==> config.mk <==
export PLATFORM = sky130hd
export DESIGN_NAME = conv_stream_scheduler
export DESIGN_NICKNAME = d
export VERILOG_FILES = /design/src/rtl/conv_stream_scheduler_pkg.sv /design/src/rtl/conv_stream_scheduler_tag_pipe.sv /design/src/rtl/conv_stream_scheduler.sv
export SDC_FILE = /design/constraint.sdc
export NUM_CORES = 1
export LEC_CHECK = 0
export ABC_CLOCK_PERIOD_IN_PS = 5200
export BUFFER_PORTS_ARGS = -buffer_cell sky130_fd_sc_hd__buf_2
export CAP_MARGIN = 20
export CORE_MARGIN = 1
export CORE_UTILIZATION = 35
export CTS_BUF_LIST = sky130_fd_sc_hd__clkbuf_4
export DETAILED_ROUTE_END_ITERATION = 10
export PLACE_DENSITY = 0.58
export SLEW_MARGIN = 15
export SYNTH_ARGS = -nofsm -noshare
export SYNTH_HDL_FRONTEND = slang
export SYNTH_SLANG_ARGS = --single-unit
==> constraint.sdc <==
create_clock -name clk -period 5.2 [get_ports clk]
set_input_delay 1.04 -clock clk [delete_from_list [all_inputs] [get_ports clk]]
set_output_delay 1.04 -clock clk [all_outputs]
set_load 0.005 [all_outputs]
==> src/rtl/conv_stream_scheduler_pkg.sv <==
// conv_pkg: shared state encoding for the convolution stream scheduler.
package conv_pkg;
    typedef enum logic [1:0] {
        IDLE   = 2'd0,
        STREAM = 2'd1,
        DRAIN  = 2'd2,
        DONE   = 2'd3
    } state_t;
endpackage

==> src/rtl/conv_stream_scheduler_tag_pipe.sv <==
// tag_pipe: fixed-latency shift register of {valid, row, col} output tags.
// Row/col only advance behind valid tags so the output coordinates hold across bubbles.
module tag_pipe #(
    parameter int DEPTH = 2,
    parameter int RW    = 2,
    parameter int CW    = 2
) (
    input  logic          clk,
    input  logic          rst,
    input  logic          flush,
    input  logic          in_valid,
    input  logic [RW-1:0] in_row,
    input  logic [CW-1:0] in_col,
    output logic          out_valid,
    output logic [RW-1:0] out_row,
    output logic [CW-1:0] out_col
);
    logic [DEPTH-1:0] v;
    logic [RW-1:0]    r [DEPTH];
    logic [CW-1:0]    c [DEPTH];

    always_ff @(posedge clk or posedge rst) begin
        if (rst) begin
            v <= '0;
            for (int i = 0; i < DEPTH; i++) begin
                r[i] <= '0;
                c[i] <= '0;
            end
        end else begin
            v[0] <= flush ? 1'b0 : in_valid;
            r[0] <= in_valid ? in_row : r[0];
            c[0] <= in_valid ? in_col : c[0];
            for (int i = 1; i < DEPTH; i++) begin
                v[i] <= flush ? 1'b0 : v[i-1];
                r[i] <= r[i-1];
                c[i] <= c[i-1];
            end
        end
    end

    assign out_valid = v[DEPTH-1];
    assign out_row   = r[DEPTH-1];
    assign out_col   = c[DEPTH-1];
endmodule

==> src/rtl/conv_stream_scheduler.sv <==
// conv_stream_scheduler: paces one frame of pixels into the PE array, tags valid
// conv windows with latency-aligned coordinates, and reports done/underrun.
module conv_stream_scheduler
    import conv_pkg::*;
#(
    parameter int IMG_W    = 28,
    parameter int IMG_H    = 28,
    parameter int KSIZE    = 3,
    parameter int PIPE_LAT = 2
) (
    input  logic                     clk,
    input  logic                     rst,
    input  logic                     i_start,
    input  logic                     i_pix_valid,
    output logic                     o_pix_ready,
    output logic                     o_out_valid,
    output logic [$clog2(IMG_H)-1:0] o_out_row,
    output logic [$clog2(IMG_W)-1:0] o_out_col,
    output logic                     o_busy,
    output logic                     o_done,
    output logic                     o_underrun
);
    localparam int RW = $clog2(IMG_H);
    localparam int CW = $clog2(IMG_W);
    localparam int DW = $clog2(PIPE_LAT + 1);

    state_t        state;
    logic [RW-1:0] row;
    logic [CW-1:0] col;
    logic [DW-1:0] drain_cnt;
    logic          accept, underrun, last_col, last_pix, tag_valid;

    assign o_pix_ready = state == STREAM;
    assign o_busy      = state != IDLE;
    assign o_done      = state == DONE;
    assign accept      = o_pix_ready & i_pix_valid;
    assign underrun    = o_pix_ready & ~i_pix_valid;
    assign last_col    = col == CW'(IMG_W - 1);
    assign last_pix    = last_col && row == RW'(IMG_H - 1);
    assign tag_valid   = accept && row >= RW'(KSIZE - 1) && col >= CW'(KSIZE - 1);

    always_ff @(posedge clk or posedge rst) begin
        if (rst) begin
            state      <= IDLE;
            row        <= '0;
            col        <= '0;
            drain_cnt  <= '0;
            o_underrun <= 1'b0;
        end else begin
            o_underrun <= underrun;
            case (state)
                IDLE: begin
                    row <= '0;
                    col <= '0;
                    if (i_start) state <= STREAM;
                end
                STREAM: begin
                    if (underrun) begin
                        state <= IDLE;
                    end else begin
                        col <= last_col ? '0 : col + CW'(1);
                        if (last_col) row <= last_pix ? '0 : row + RW'(1);
                        if (last_pix) begin
                            state     <= DRAIN;
                            drain_cnt <= DW'(PIPE_LAT - 1);
                        end
                    end
                end
                DRAIN: begin
                    if (drain_cnt == '0) state <= DONE;
                    else drain_cnt <= drain_cnt - DW'(1);
                end
                DONE: state <= IDLE;
            endcase
        end
    end

    tag_pipe #(.DEPTH(PIPE_LAT), .RW(RW), .CW(CW)) u_tag_pipe (
        .clk      (clk),
        .rst      (rst),
        .flush    (underrun),
        .in_valid (tag_valid),
        .in_row   (row - RW'(KSIZE - 1)),
        .in_col   (col - CW'(KSIZE - 1)),
        .out_valid(o_out_valid),
        .out_row  (o_out_row),
        .out_col  (o_out_col)
    );
endmodule

==> results of run 1 <==
worst paths after layout:
path	start	end	slack, ns	cells past startpoint
worst max-delay path	flop	o_done	2.66	3
worst min-delay path	u_tag_pipe.r[6]	u_tag_pipe.out_row[1]	0.40	0
worst max register to register	row[2]	u_tag_pipe.r[9]	3.31	7
worst min register to register	u_tag_pipe.r[6]	u_tag_pipe.out_row[1]	0.40	0
max in group asynchronous	rst	col[3]	4.09	3
min in group asynchronous	rst	u_tag_pipe.out_col[2]	0.78	3
worst register-to-register path, cell delays in order, from the launching register on:
cell and delay [ns]:
sky130_fd_sc_hd__dfrtp_1 0.46, sky130_fd_sc_hd__inv_2 0.13, sky130_fd_sc_hd__ha_1 0.19, sky130_fd_sc_hd__inv_1 0.08, sky130_fd_sc_hd__a2111oi_4 0.30, sky130_fd_sc_hd__nand2b_2 0.23
sky130_fd_sc_hd__inv_4 0.08, sky130_fd_sc_hd__mux2_4 0.30
through the flow:
stage | hold slack (ns) | area (µm²) | power (mW) | instances | util
after global placement | 0.365 | 1890 | 0.610 | 232 | 0.389
after global routing | 0.412 | 1970 | 0.865 | 240 | 0.407
after floorplan | 0.349 | 1800 | 0.567 | 161 | -
final | 0.399 | 1970 | 0.808 | 240 | 0.407
after detailed placement | 0.371 | 1890 | 0.612 | 232 | 0.389
after CTS | 0.399 | 1970 | 0.815 | 240 | 0.407
state kept, by name (all words and copies together), names as in the netlist, named ones only:
signal	cells
u_tag_pipe.out_col	5
u_tag_pipe.c	5
col	5
drain_cnt	2
u_tag_pipe.out_row	5
state	1
o_underrun	1
u_tag_pipe.v	2
row	5
u_tag_pipe.r	5
layer usage:
| layer | vias up | wire length [µm] | share of wire |
|---|---|---|---|
| met5 | - | 0 | 0 |
| met4 | 0 | 40 | 0.013 |
| met3 | 4 | 167 | 0.052 |
| met2 | 49 | 1440 | 0.45 |
| met1 | 577 | 1540 | 0.48 |
| li1 | 567 | - | - |
where the power goes:
group / switching, mW / leakage (nW) / internal (mW)
Sequential: 0.0528 / 0.481 / 0.352
Clock: 0.103 / 0.0414 / 0.102
Combinational: 0.102 / 0.428 / 0.0967
Total: 0.257 / 0.951 / 0.551
layout make-up:
cell class	instances	area, µm²
clock buffer	5	37.5
clock inverter	3	46.3
fill	463	2880
inverter	18	70.1
multi-input combinational	91	711
sequential	37	926
tap	67	83.8
timing repair buffer	19	97.6
cells by family (layout without fill, tap and decap cells):
kind of cell / Yosys count / in the layout / synth area share
AO/OA/AOI/OAI: 30 / 30 / 0.120
XOR/XNOR: 5 / 5 / 0.0243
adder cells (fa/ha/maj): 9 / 9 / 0.0624
buffers and inverters: 33 / 45 / 0.0929
flip-flops: 37 / 37 / 0.513
multiplexers: 10 / 10 / 0.0680
AND/OR/NAND/NOR: 37 / 37 / 0.119
cells in the final DEF, fill, tap and decap left out, drive strengths merged, types with 2 or more instances in the layout:
cell type	synthesis	routed
a2bb2oi	2	2
mux2	6	6
a21oi	5	5
mux2i	4	4
inv	18	18
nand2b	3	3
and4b	3	3
nand2	8	8
buf	14	19
clkbuf	1	5
xnor2	2	2
o22ai	4	4
ha	9	9
nor3	4	4
nor4	2	2
nand3	4	4
o21ai	8	8
a211oi	2	2
dfrtp	37	37
xor2	3	3
nor2	4	4
==> results.md, run 1 <==
- Pre-CTS setup slack: 2.78 ns
- Via count of the first global-routing pass: 1,110
- Max Clock Skew: 0.0129 ns
- Number of routed nets with antenna violations: 0
- Worst endpoint data arrival time: 1.50 ns
- Post-Route WL: 3190 µm
- Gr ovfl total: 0
- Setup-failing EPs final: 0
- Initial antenna violation count: 0
- Final Cycle Share: 0.488
- Count of distinct cell types in the synthesized netlist: 46
- N_diodes: 0
- Status: complete, no violations
- Met2 layer usage reported by global route: 0.197
- Number of synthesis warnings: 0
- Ranking of synthesized cells by area: sky130_fd_sc_hd__dfrtp_1 (51%), sky130_fd_sc_hd__ha_1 (6.2%), sky130_fd_sc_hd__buf_4 (4.2%), sky130_fd_sc_hd__mux2_4 (3.3%), sky130_fd_sc_hd__inv_1 (3.1%)
- Area of the core: 4850 µm²
- Yosys reg bits: 37
- CTS Hold Buffers Added: 0
- Starting density of the core: 0.372
- Worst-case vdd ir drop: 0.229 mV
- Fraction of final layout cells with drive strength greater than 1: 0.243
- Routed wire length per instance: 13.3 µm
- Final setup margin: 2.66 ns
- Global routing met3 resource utilization: 0.0384
- Die outline height: 73.8 µm
- Max FO, Critical Path: 14
- Worst Setup Path Type: reg2out
- Clk sink count: 37
- Standby leakage power: 0.951 nW
- Relative slew margins: 0.687
- Fraction of registers with async set/reset: 1.00
- Busiest metal layer after global routing: met2
- Worst-skew pair later-pin latency: 0.34 ns
- Met1 capacity usage during global routing: 0.184
- Required time of the worst setup path: 4.16 ns
- Slew at the pin closest to its max-slew limit: 0.469 ns
- Register area share after synthesis: 0.513
- Cell area power density: 410 nW/µm²
- DRC Markers: 0
- Peak Freq: 394 MHz
- Number of DRC markers after the initial detailed-route iteration: 63
- Postcts setup bufs: 0
- Placer Congestion: 0.865
- GR Util All Layers: 0.133
- Full die area: 5450 µm²
- Net Count, Synth: 174
- Largest area contributor in the synthesized netlist: sky130_fd_sc_hd__dfrtp_1
- Clock tree from TritonCTS: done
- Number of CTS-inserted buffers: 5
- Min cycle time layout: 2.54 ns
- Most frequent cell after synthesis: sky130_fd_sc_hd__dfrtp_1
- Port Buffer Count: 18
- Setup Total Neg Slack: 0 ns
- Count of pins over their slew limit: 0
- Pin count of the biggest net entering global routing: 38
- Post-synth top cells: sky130_fd_sc_hd__dfrtp_1 (37), sky130_fd_sc_hd__inv_1 (15), sky130_fd_sc_hd__buf_4 (10)
- Max clock buf depth: 2
- H-Tree Level Count: 2
- Critical-path cell list: inv_1 > nor2_1 > buf_2
- First-pass iteration count of the detailed router: 4
- Cell family contributing the most delay on the critical path: flip-flops
- Wire length of the first global-routing pass: 5370 µm
- DIE WIDTH: 73.8 µm
- PostCTS Resize Cnt: 0
- Fraction of post-synthesis cell area in the top cell type by area: 0.513
- Worst path bufs/invs: 2
- Average size of a mapped cell: 11.2 µm²
- RSZ-0062 raised after global routing: no
- Most instantiated flip-flop cell in the synthesis netlist: sky130_fd_sc_hd__dfrtp_1
- Vias per Instance: 4.99
- Syn Inst Count: 161
- Root buffer selected by CTS: sky130_fd_sc_hd__clkbuf_4
- Placement Rows: 25
- Area growth syn-to-layout: 9.29%
- Layout net count: 185
- HP Class: reg2reg
- Detailed placement HPWL: 2240 µm
- Clock-pin transition on the worst setup and hold timing paths: 0.13 ns
- Number of synthesized flops with an enable pin: 0
- Via Count: 1,197
- I/O pins: 19
- Final number of hold-violating endpoints: 0
- Count of maximum capacitance violations: 0
- Post-synthesis cell area: 1800 µm²
- Worst setup EP type: primary output
- Delay of the slowest critical-path stage: 0.63 ns
- Critical-path cell with the highest stage delay: sky130_fd_sc_hd__dfrtp_1
- Type of element launching the critical path: flop
Note: power is estimated with default switching activity, not from simulation.
==> inputs of run 2 (changes only) <==
--- a/config.mk
+++ b/config.mk
@@ -5,7 +5,8 @@
 export SDC_FILE = /design/constraint.sdc
 export NUM_CORES = 1
 export LEC_CHECK = 0
-export ABC_CLOCK_PERIOD_IN_PS = 5200
+export ABC_AREA = 1
+export ABC_CLOCK_PERIOD_IN_PS = 2500
 export BUFFER_PORTS_ARGS = -buffer_cell sky130_fd_sc_hd__buf_2
 export CAP_MARGIN = 20
 export CORE_MARGIN = 1
==> constraint.sdc (replaced) <==
create_clock -name clk -period 2.5 [get_ports clk]
set_input_delay 0.5 -clock clk [delete_from_list [all_inputs] [get_ports clk]]
set_output_delay 0.5 -clock clk [all_outputs]
set_load 0.005 [all_outputs]
==> run 2 against run 1 <==
Non-clock buffer count did not move. Die area grew 6.3%. Combinational power rose to 3.7 times the previous value. Sequential share of layout area is 1.3 points lower. Hold slack got worse by 0.15 ns. Critical endpoint is now o_pix_ready.
==> results.md, run 2 <==
- Adder and majority cell fraction of the synthesized area: 0.0586 (-0.00382)
- Count of pins over their slew limit: 0 (unchanged)
- Gr ovfl total: 0 (unchanged)
- Root buffer selected by CTS: sky130_fd_sc_hd__clkbuf_4
- First-pass iteration count of the detailed router: 4 (unchanged)
- Share of the synthesized area in compound gates (AO/OA/AOI/OAI): 0.0449 (-0.0751)
- DRC Markers: 0 (unchanged)
- Initial antenna violation count: 0 (unchanged)
- RSZ-0062 raised after global routing: no
- Number of synthesized flops with an enable pin: 0 (unchanged)
- Pin count of the biggest net entering global routing: 38 (unchanged)
- Max clock buf depth: 2 (unchanged)
- Starting density of the core: 0.369 (-0.00290)
- Met2 layer usage reported by global route: 0.179 (-0.0176)
- Delay of the slowest critical-path stage: 0.47 ns (-0.16 ns)
- H-Tree Level Count: 2 (unchanged)
- Via count of the first global-routing pass: 1,221 (+10%)
- Worst-case vdd ir drop: 0.346 mV (+51%)
- Ranking of synthesized cells by area: sky130_fd_sc_hd__dfrtp_1 (48%), sky130_fd_sc_hd__nand2_1 (12%), sky130_fd_sc_hd__buf_4 (5.9%), sky130_fd_sc_hd__ha_1 (5.9%), sky130_fd_sc_hd__inv_1 (4.5%)
- Number of CTS-inserted buffers: 5 (unchanged)
- Worst Setup Path Type: reg2out
- Area of the core: 5200 µm² (+7.4%)
- XOR/XNOR Fraction of Synth Area: 0.0182 (-0.00604)
- Register area share after synthesis: 0.482 (-0.0314)
- Worst endpoint data arrival time: 1.31 ns (-0.19 ns)
- Placement Rows: 26 (+4.0%)
- Net Count, Synth: 235 (+35%)
- Post-synth top cells: sky130_fd_sc_hd__nand2_1 (63), sky130_fd_sc_hd__dfrtp_1 (37), sky130_fd_sc_hd__inv_1 (23)
- Minimum setup slack among reg-to-reg paths: 0.85 ns (-2.46 ns)
- Layout net count: 244 (+32%)
- Fraction of post-synthesis cell area in the top cell type by area: 0.482 (-0.0314)
- Placer Congestion: 0.773 (-11%)
- Number of synthesis warnings: 0 (unchanged)
- Global routing met3 resource utilization: 0.0359 (-0.00248)
- Largest area contributor in the synthesized netlist: sky130_fd_sc_hd__dfrtp_1
- Min cycle time layout: 1.81 ns
- PostCTS Resize Cnt: 0 (unchanged)
- I/O pins: 19 (unchanged)
- Worst-skew pair later-pin latency: 0.34 ns (about the same)
- Cell area power density: 966 nW/µm² (+140%)
- Relative slew margins: 0.689 (+0.00220)
- Status: complete, no violations
- Slew at the pin closest to its max-slew limit: 0.466 ns (-0.00330 ns)
- Commonest non-fill, non-tap cells in the layout: sky130_fd_sc_hd__nand2_1 (63), sky130_fd_sc_hd__dfrtp_1 (37), sky130_fd_sc_hd__inv_1 (23)
- Standby leakage power: 1.10 nW (+16%)
- Routed wire length per instance: 10.4 µm (-22%)
- Leading cell type in the layout, fill and taps excluded: sky130_fd_sc_hd__nand2_1
- Peak Freq: 552 MHz
- Die outline height: 76.1 µm (+3.1%)
- Clk sink count: 37 (unchanged)
- Type of element launching the critical path: flop
- N_diodes: 0 (unchanged)
- Critical-path cell list: nor2_4 > buf_2
- Synthesized-area fraction occupied by and/or/nand/nor cells: 0.275 (+0.155)
- Via Count: 1,328 (+11%)
- Full die area: 5790 µm² (+6.3%)
- Max Clock Skew: 0.00988 ns (-0.00299 ns)
- Busiest metal layer after global routing: met2
- Yosys reg bits: 37 (unchanged)
- Final hold slack: 0.247 ns (-0.152 ns)
- Number of DRC markers after the initial detailed-route iteration: 29 (-54%)
- Combinational family with the most area after synthesis: simple AND/OR/NAND/NOR gates
- Met1 capacity usage during global routing: 0.167 (-0.0171)
- Clock-pin transition on the worst setup and hold timing paths: 0.11 ns (-0.02 ns)
- Detailed placement HPWL: 2260 µm (+0.71%)
- Worst setup EP type: primary output
- Postcts setup bufs: 0 (unchanged)
- HP Class: in2async
- Final Cycle Share: 0.725
- Post-Route WL: 3140 µm (-1.6%)
- Required time of the worst setup path: 2.00 ns (-2.16 ns)
- Multiplexer fraction of the synthesized cell area: 0 (-0.0680)
- Port Buffer Count: 18 (unchanged)
- Count of distinct cell types in the synthesized netlist: 23 (-50%)
- Worst path bufs/invs: 1 (-1)
- Critical-path cell with the highest stage delay: sky130_fd_sc_hd__dfrtp_1
- Fraction of final layout cells with drive strength greater than 1: 0.182 (-0.0610)
- Most instantiated flip-flop cell in the synthesis netlist: sky130_fd_sc_hd__dfrtp_1
- Number of routed nets with antenna violations: 0 (unchanged)
- Post-synthesis cell area: 1920 µm² (+6.5%)
- Vias per Instance: 4.41 (-12%)
- Setup-failing EPs final: 0 (unchanged)
- Wire length of the first global-routing pass: 5560 µm (+3.6%)
- Number of cell instances on the worst register-to-register path: 6 (-1)
- Count of maximum capacitance violations: 0 (unchanged)
- Endpoint of the most critical register-to-register path: u_tag_pipe.c[9]
- Setup Total Neg Slack: 0 ns (unchanged)
- Most frequent cell after synthesis: sky130_fd_sc_hd__nand2_1
- Fraction of registers with async set/reset: 1.00 (unchanged)
- Clock tree from TritonCTS: done
- GR Util All Layers: 0.123 (-0.0105)
- Layout filler cell count: 563 (+22%)
- Cell family contributing the most delay on the critical path: flip-flops
- Final number of hold-violating endpoints: 0 (unchanged)
- Max FO, Critical Path: 14 (unchanged)
- Average size of a mapped cell: 8.66 µm² (-23%)
- DIE WIDTH: 76.1 µm (+3.1%)
- Area growth syn-to-layout: 5.47%
- Reg-to-Reg Start: col[2]
- Syn Inst Count: 222 (+38%)
- CTS Hold Buffers Added: 0 (unchanged)
## run 2: cell count changes after synthesis, sizes merged, moves of 4 or more
cell	previous run	this run
inv	18	28
mux2	6	0
mux2i	4	0
nand2	8	66
nand3	4	17
nand4	1	12
nor2	4	15
nor3	4	0
## run 2: cells by family after synthesis
| family | after synthesis |
|---|---|
| compound gates | 14 |
| xor+xnor | 4 |
| buf+inv | 45 |
| simple gates | 113 |
| fa+ha+maj | 9 |
| flops | 37 |
## run 2: worst max-delay path by stage
stage	cells after the start	startpoint	slack, ns	endpoint
2_1_floorplan	1	rst	1.17	asynchronous set/reset pin
3_3_place_gp	6	col[2]	0.90	u_tag_pipe.r[9]
3_5_place_dp	6	col[2]	0.86	u_tag_pipe.r[5]
4_1_cts	2	flop	0.65	o_pix_ready
5_1_grt	2	flop	0.59	o_pix_ready
6_report	2	flop	0.69	o_pix_ready
## run 2: tightest hold or removal path, cell delays in order
cell                    delay (ns)
sky130_fd_sc_hd__buf_2        0.09
sky130_fd_sc_hd__inv_1        0.04
sky130_fd_sc_hd__buf_4        0.40
## run 2: layer usage
| layer | vias to the layer above | part of all wire |
|---|---|---|
| met5 | - | 0 |
| met3 | 4 | 0.047 |
| met1 | 583 | 0.52 |
| li1 | 711 | - |
| met4 | 0 | 0.0086 |
| met2 | 30 | 0.43 |
## run 2: cell type report
cell class              count  area (µm²)  share of cell area
flip-flops and latches     37         926               0.457
multi-input cells         140         762               0.376
inverters                  28         105              0.0519
repair buffers             19        97.6              0.0481
well taps                  70        87.6              0.0432
clock buffers               5        37.5              0.0185
clock inverters             2        11.3             0.00556
## run 2: power breakdown
group	leakage [nW]	switching (mW)	total [mW]	internal, mW
registers	0.484	0.122	0.919	0.797
logic	0.592	0.472	0.744	0.272
clock network	0.0247	0.192	0.293	0.101
total	1.10	0.787	1.96	1.17
## run 2: stage by stage
step                      instance area, µm²  utilization  cells  setup WS [ns]  power, mW
after floorplan                         1920            -    222           1.17       1.61
after global placement                  1980        0.380    294          0.903       1.67
after detailed placement                1980        0.380    294          0.862       1.69
after CTS                               2030        0.389    301          0.653       1.99
after global routing                    2030        0.389    301          0.591       2.16
final                                   2030        0.389    301          0.688       1.96
==> inputs of run 3 (changes only) <==
--- a/config.mk
+++ b/config.mk
@@ -5,15 +5,15 @@
 export SDC_FILE = /design/constraint.sdc
 export NUM_CORES = 1
 export LEC_CHECK = 0
-export ABC_AREA = 1
-export ABC_CLOCK_PERIOD_IN_PS = 2500
+export ABC_AREA = 0
+export ABC_CLOCK_PERIOD_IN_PS = 1500
 export BUFFER_PORTS_ARGS = -buffer_cell sky130_fd_sc_hd__buf_2
 export CAP_MARGIN = 20
 export CORE_MARGIN = 1
 export CORE_UTILIZATION = 35
 export CTS_BUF_LIST = sky130_fd_sc_hd__clkbuf_4
 export DETAILED_ROUTE_END_ITERATION = 10
-export PLACE_DENSITY = 0.58
+export PLACE_DENSITY = 0.6
 export SLEW_MARGIN = 15
 export SYNTH_ARGS = -nofsm -noshare
 export SYNTH_HDL_FRONTEND = slang
==> constraint.sdc (replaced) <==
create_clock -name clk -period 1.5 [get_ports clk]
set_input_delay 0.3 -clock clk [delete_from_list [all_inputs] [get_ports clk]]
set_output_delay 0.3 -clock clk [all_outputs]
set_load 0.005 [all_outputs]
==> run 3 against run 2 <==
Combinational power increased by 100%. Hold slack got worse by 0.23 ns. Die area decreased by 6.0%. Highest routed layer unchanged. Utilization increased by 15 points. Total power increased by 82%. Clock skew increased by 0.011 ns. Design area increased by 28%. The run now ends with negative setup slack left. Setup slack got worse by 0.86 ns. Clock power increased by 140%. Wire length increased by 32%. Sequential power increased by 46%.
==> results.md, run 3 (synthesis results as in run 1) <==
- DRC Markers: 0 (unchanged)
- Pin count of the biggest net entering global routing: 38 (unchanged)
- Worst Setup Path Type: reg2reg
- Vias per Instance: 4.89 (+11%)
- Gr ovfl total: 0 (unchanged)
- First-pass iteration count of the detailed router: 4 (unchanged)
- Full die area: 5450 µm² (-6.0%)
- Area growth syn-to-layout: 43.8%
- Final Cycle Share: 1.11
- Total instance count after detailed placement: 263 (-11%)
- Non-filler instance count after layout: 297 (-1.3%)
- Clock-pin transition on the worst setup and hold timing paths: 0.14 ns (+0.03 ns)
- Min cycle time layout: 1.67 ns
- Number of routed nets with antenna violations: 0 (unchanged)
- Port Buffer Count: 18 (unchanged)
- Type of element launching the critical path: flop
- Final number of hold-violating endpoints: 0 (unchanged)
- RSZ-0062 raised after global routing: yes
- Violated checks: negative setup slack
- Peak Freq: 598 MHz
- Cell area power density: 1370 nW/µm² (+42%)
- Final setup margin: -0.171 ns (-0.859 ns)
- Critical-path cell list: ha_2 > a2111oi_4 > nand2b_4 > inv_8 > mux2_4
- Max FO, Critical Path: 5 (-9)
- Detailed placement HPWL: 2680 µm (+19%)
- Max Clock Skew: 0.0214 ns (+0.0115 ns)
- Relative slew margins: 0.694 (+0.00457)
- Critical-path cell with the highest stage delay: sky130_fd_sc_hd__dfrtp_1
- Die outline height: 73.8 µm (-3.0%)
- Number of CTS-inserted buffers: 5 (unchanged)
- Root buffer selected by CTS: sky130_fd_sc_hd__clkbuf_4
- Placement Rows: 25 (-3.8%)
- GR Util All Layers: 0.161 (+0.0381)
- Slew at the pin closest to its max-slew limit: 0.459 ns (-0.00685 ns)
- Worst-skew pair later-pin latency: 0.36 ns (+0.02 ns)
- Worst endpoint data arrival time: 1.91 ns (+0.60 ns)
- H-Tree Level Count: 2 (unchanged)
- Delay of the slowest critical-path stage: 0.45 ns (-0.02 ns)
- Area after DPL: 2160 µm² (+9.4%)
- Worst setup EP type: flop
- Required time of the worst setup path: 1.74 ns (-0.26 ns)
- DIE WIDTH: 73.8 µm (-3.0%)
- Setup-failing EPs final: 21 (+21)
- Leading cell type in the layout, fill and taps excluded: sky130_fd_sc_hd__buf_4
- Placer Congestion: 0.804 (+4.1%)
- Standby leakage power: 1.27 nW (+16%)
- Area of the core: 4850 µm² (-6.9%)
- Via Count: 1,451 (+9.3%)
- Post-Route WL: 4160 µm (+32%)
- Final non-filler cell area: 2590 µm² (+28%)
- Setup Total Neg Slack: -2.40 ns (-2.40 ns)
- Worst-case vdd ir drop: 0.820 mV (+140%)
- HP Class: in2async
- I/O pins: 19 (unchanged)
- N_diodes: 0 (unchanged)
- CTS Hold Buffers Added: 0 (unchanged)
- Via count of the first global-routing pass: 1,371 (+12%)
- Layout net count: 242 (-0.82%)
- Wire length of the first global-routing pass: 6480 µm (+17%)
- Initial antenna violation count: 0 (unchanged)
- Starting density of the core: 0.372 (+0.00290)
- Max clock buf depth: 2 (unchanged)
- Clk sink count: 37 (unchanged)
- Status: finished with violations
- Fraction of final layout cells with drive strength greater than 1: 0.552 (+0.370)
- Routed wire length per instance: 14.0 µm (+34%)
- Pre-CTS setup slack: -0.195 ns (-1.06 ns)
- Number of DRC markers after the initial detailed-route iteration: 66 (+130%)
- Clock tree from TritonCTS: done
- Count of maximum capacitance violations: 0 (unchanged)
- Final hold slack: 0.0210 ns (-0.226 ns)
- Count of pins over their slew limit: 0 (unchanged)
- Commonest non-fill, non-tap cells in the layout: sky130_fd_sc_hd__buf_4 (49), sky130_fd_sc_hd__dfrtp_1 (37), sky130_fd_sc_hd__buf_2 (19)
-- run 3: worst max-delay path, delay by kind of cell (launching register included) --
family	cells	cell delay (ns)
adder cells (fa/ha/maj)	1	0.21
flip-flops	1	0.45
AO/OA/AOI/OAI	1	0.31
multiplexers	1	0.29
buffers and inverters	1	0.05
AND/OR/NAND/NOR	1	0.24
-- run 3: layout make-up --
cell class	instances	area, µm²
timing repair buffer	75	549
tap	67	83.8
sequential	37	926
inverter	18	80.1
multi-input combinational	91	865
fill	420	2250
clock buffer	5	37.5
timing repair inverter	1	6.26
clock inverter	3	46.3
-- run 3: metal layers --
metal,track usage,share of wire,vias to the layer above
met3,0.0370,0.040,10
li1,-,-,688
met2,0.259,0.50,47
met4,0.0641,0.017,0
met1,0.209,0.44,706
met5,0,0,-
-- run 3: power by group --
group	switching (mW)	leakage, nW	internal (mW)	total (mW)
Sequential	0.122	0.481	1.22	1.34
Combinational	0.654	0.750	0.847	1.50
Clock	0.362	0.0414	0.353	0.715
-- run 3: path summary, 6_finish.rpt --
kind                            startpoint                    end  slack, ns  depth (start not counted)
max in group asynchronous              rst        u_tag_pipe.c[6]       1.14                          3
setup reg to reg                    row[1]        u_tag_pipe.r[5]      -0.17                          5
min in group clk                   i_start               state[0]       0.22                          3
hold / removal                         rst        u_tag_pipe.c[8]       0.02                          3
setup / recovery                    row[1]        u_tag_pipe.r[5]      -0.17                          5
hold reg to reg            u_tag_pipe.c[7]  u_tag_pipe.out_col[2]       0.39                          0
-- run 3: per-stage QoR --
step	power, mW	utilization
final	3.56	0.535
after global routing	3.77	0.535
after CTS	3.21	0.495
after detailed placement	2.35	0.446
after global placement	2.31	0.446
after floorplan	1.99	-
-- run 3: repair_timing --
item | 4_1_cts | 5_1_grt
cloned | 1 | 2
setup endpoints to repair | 22 | 21
pin swaps | 4 | 8
gates resized for setup | 20 | 24
setup buffers | 9 | 14
endpoints found under the hold margin | 0 | 0
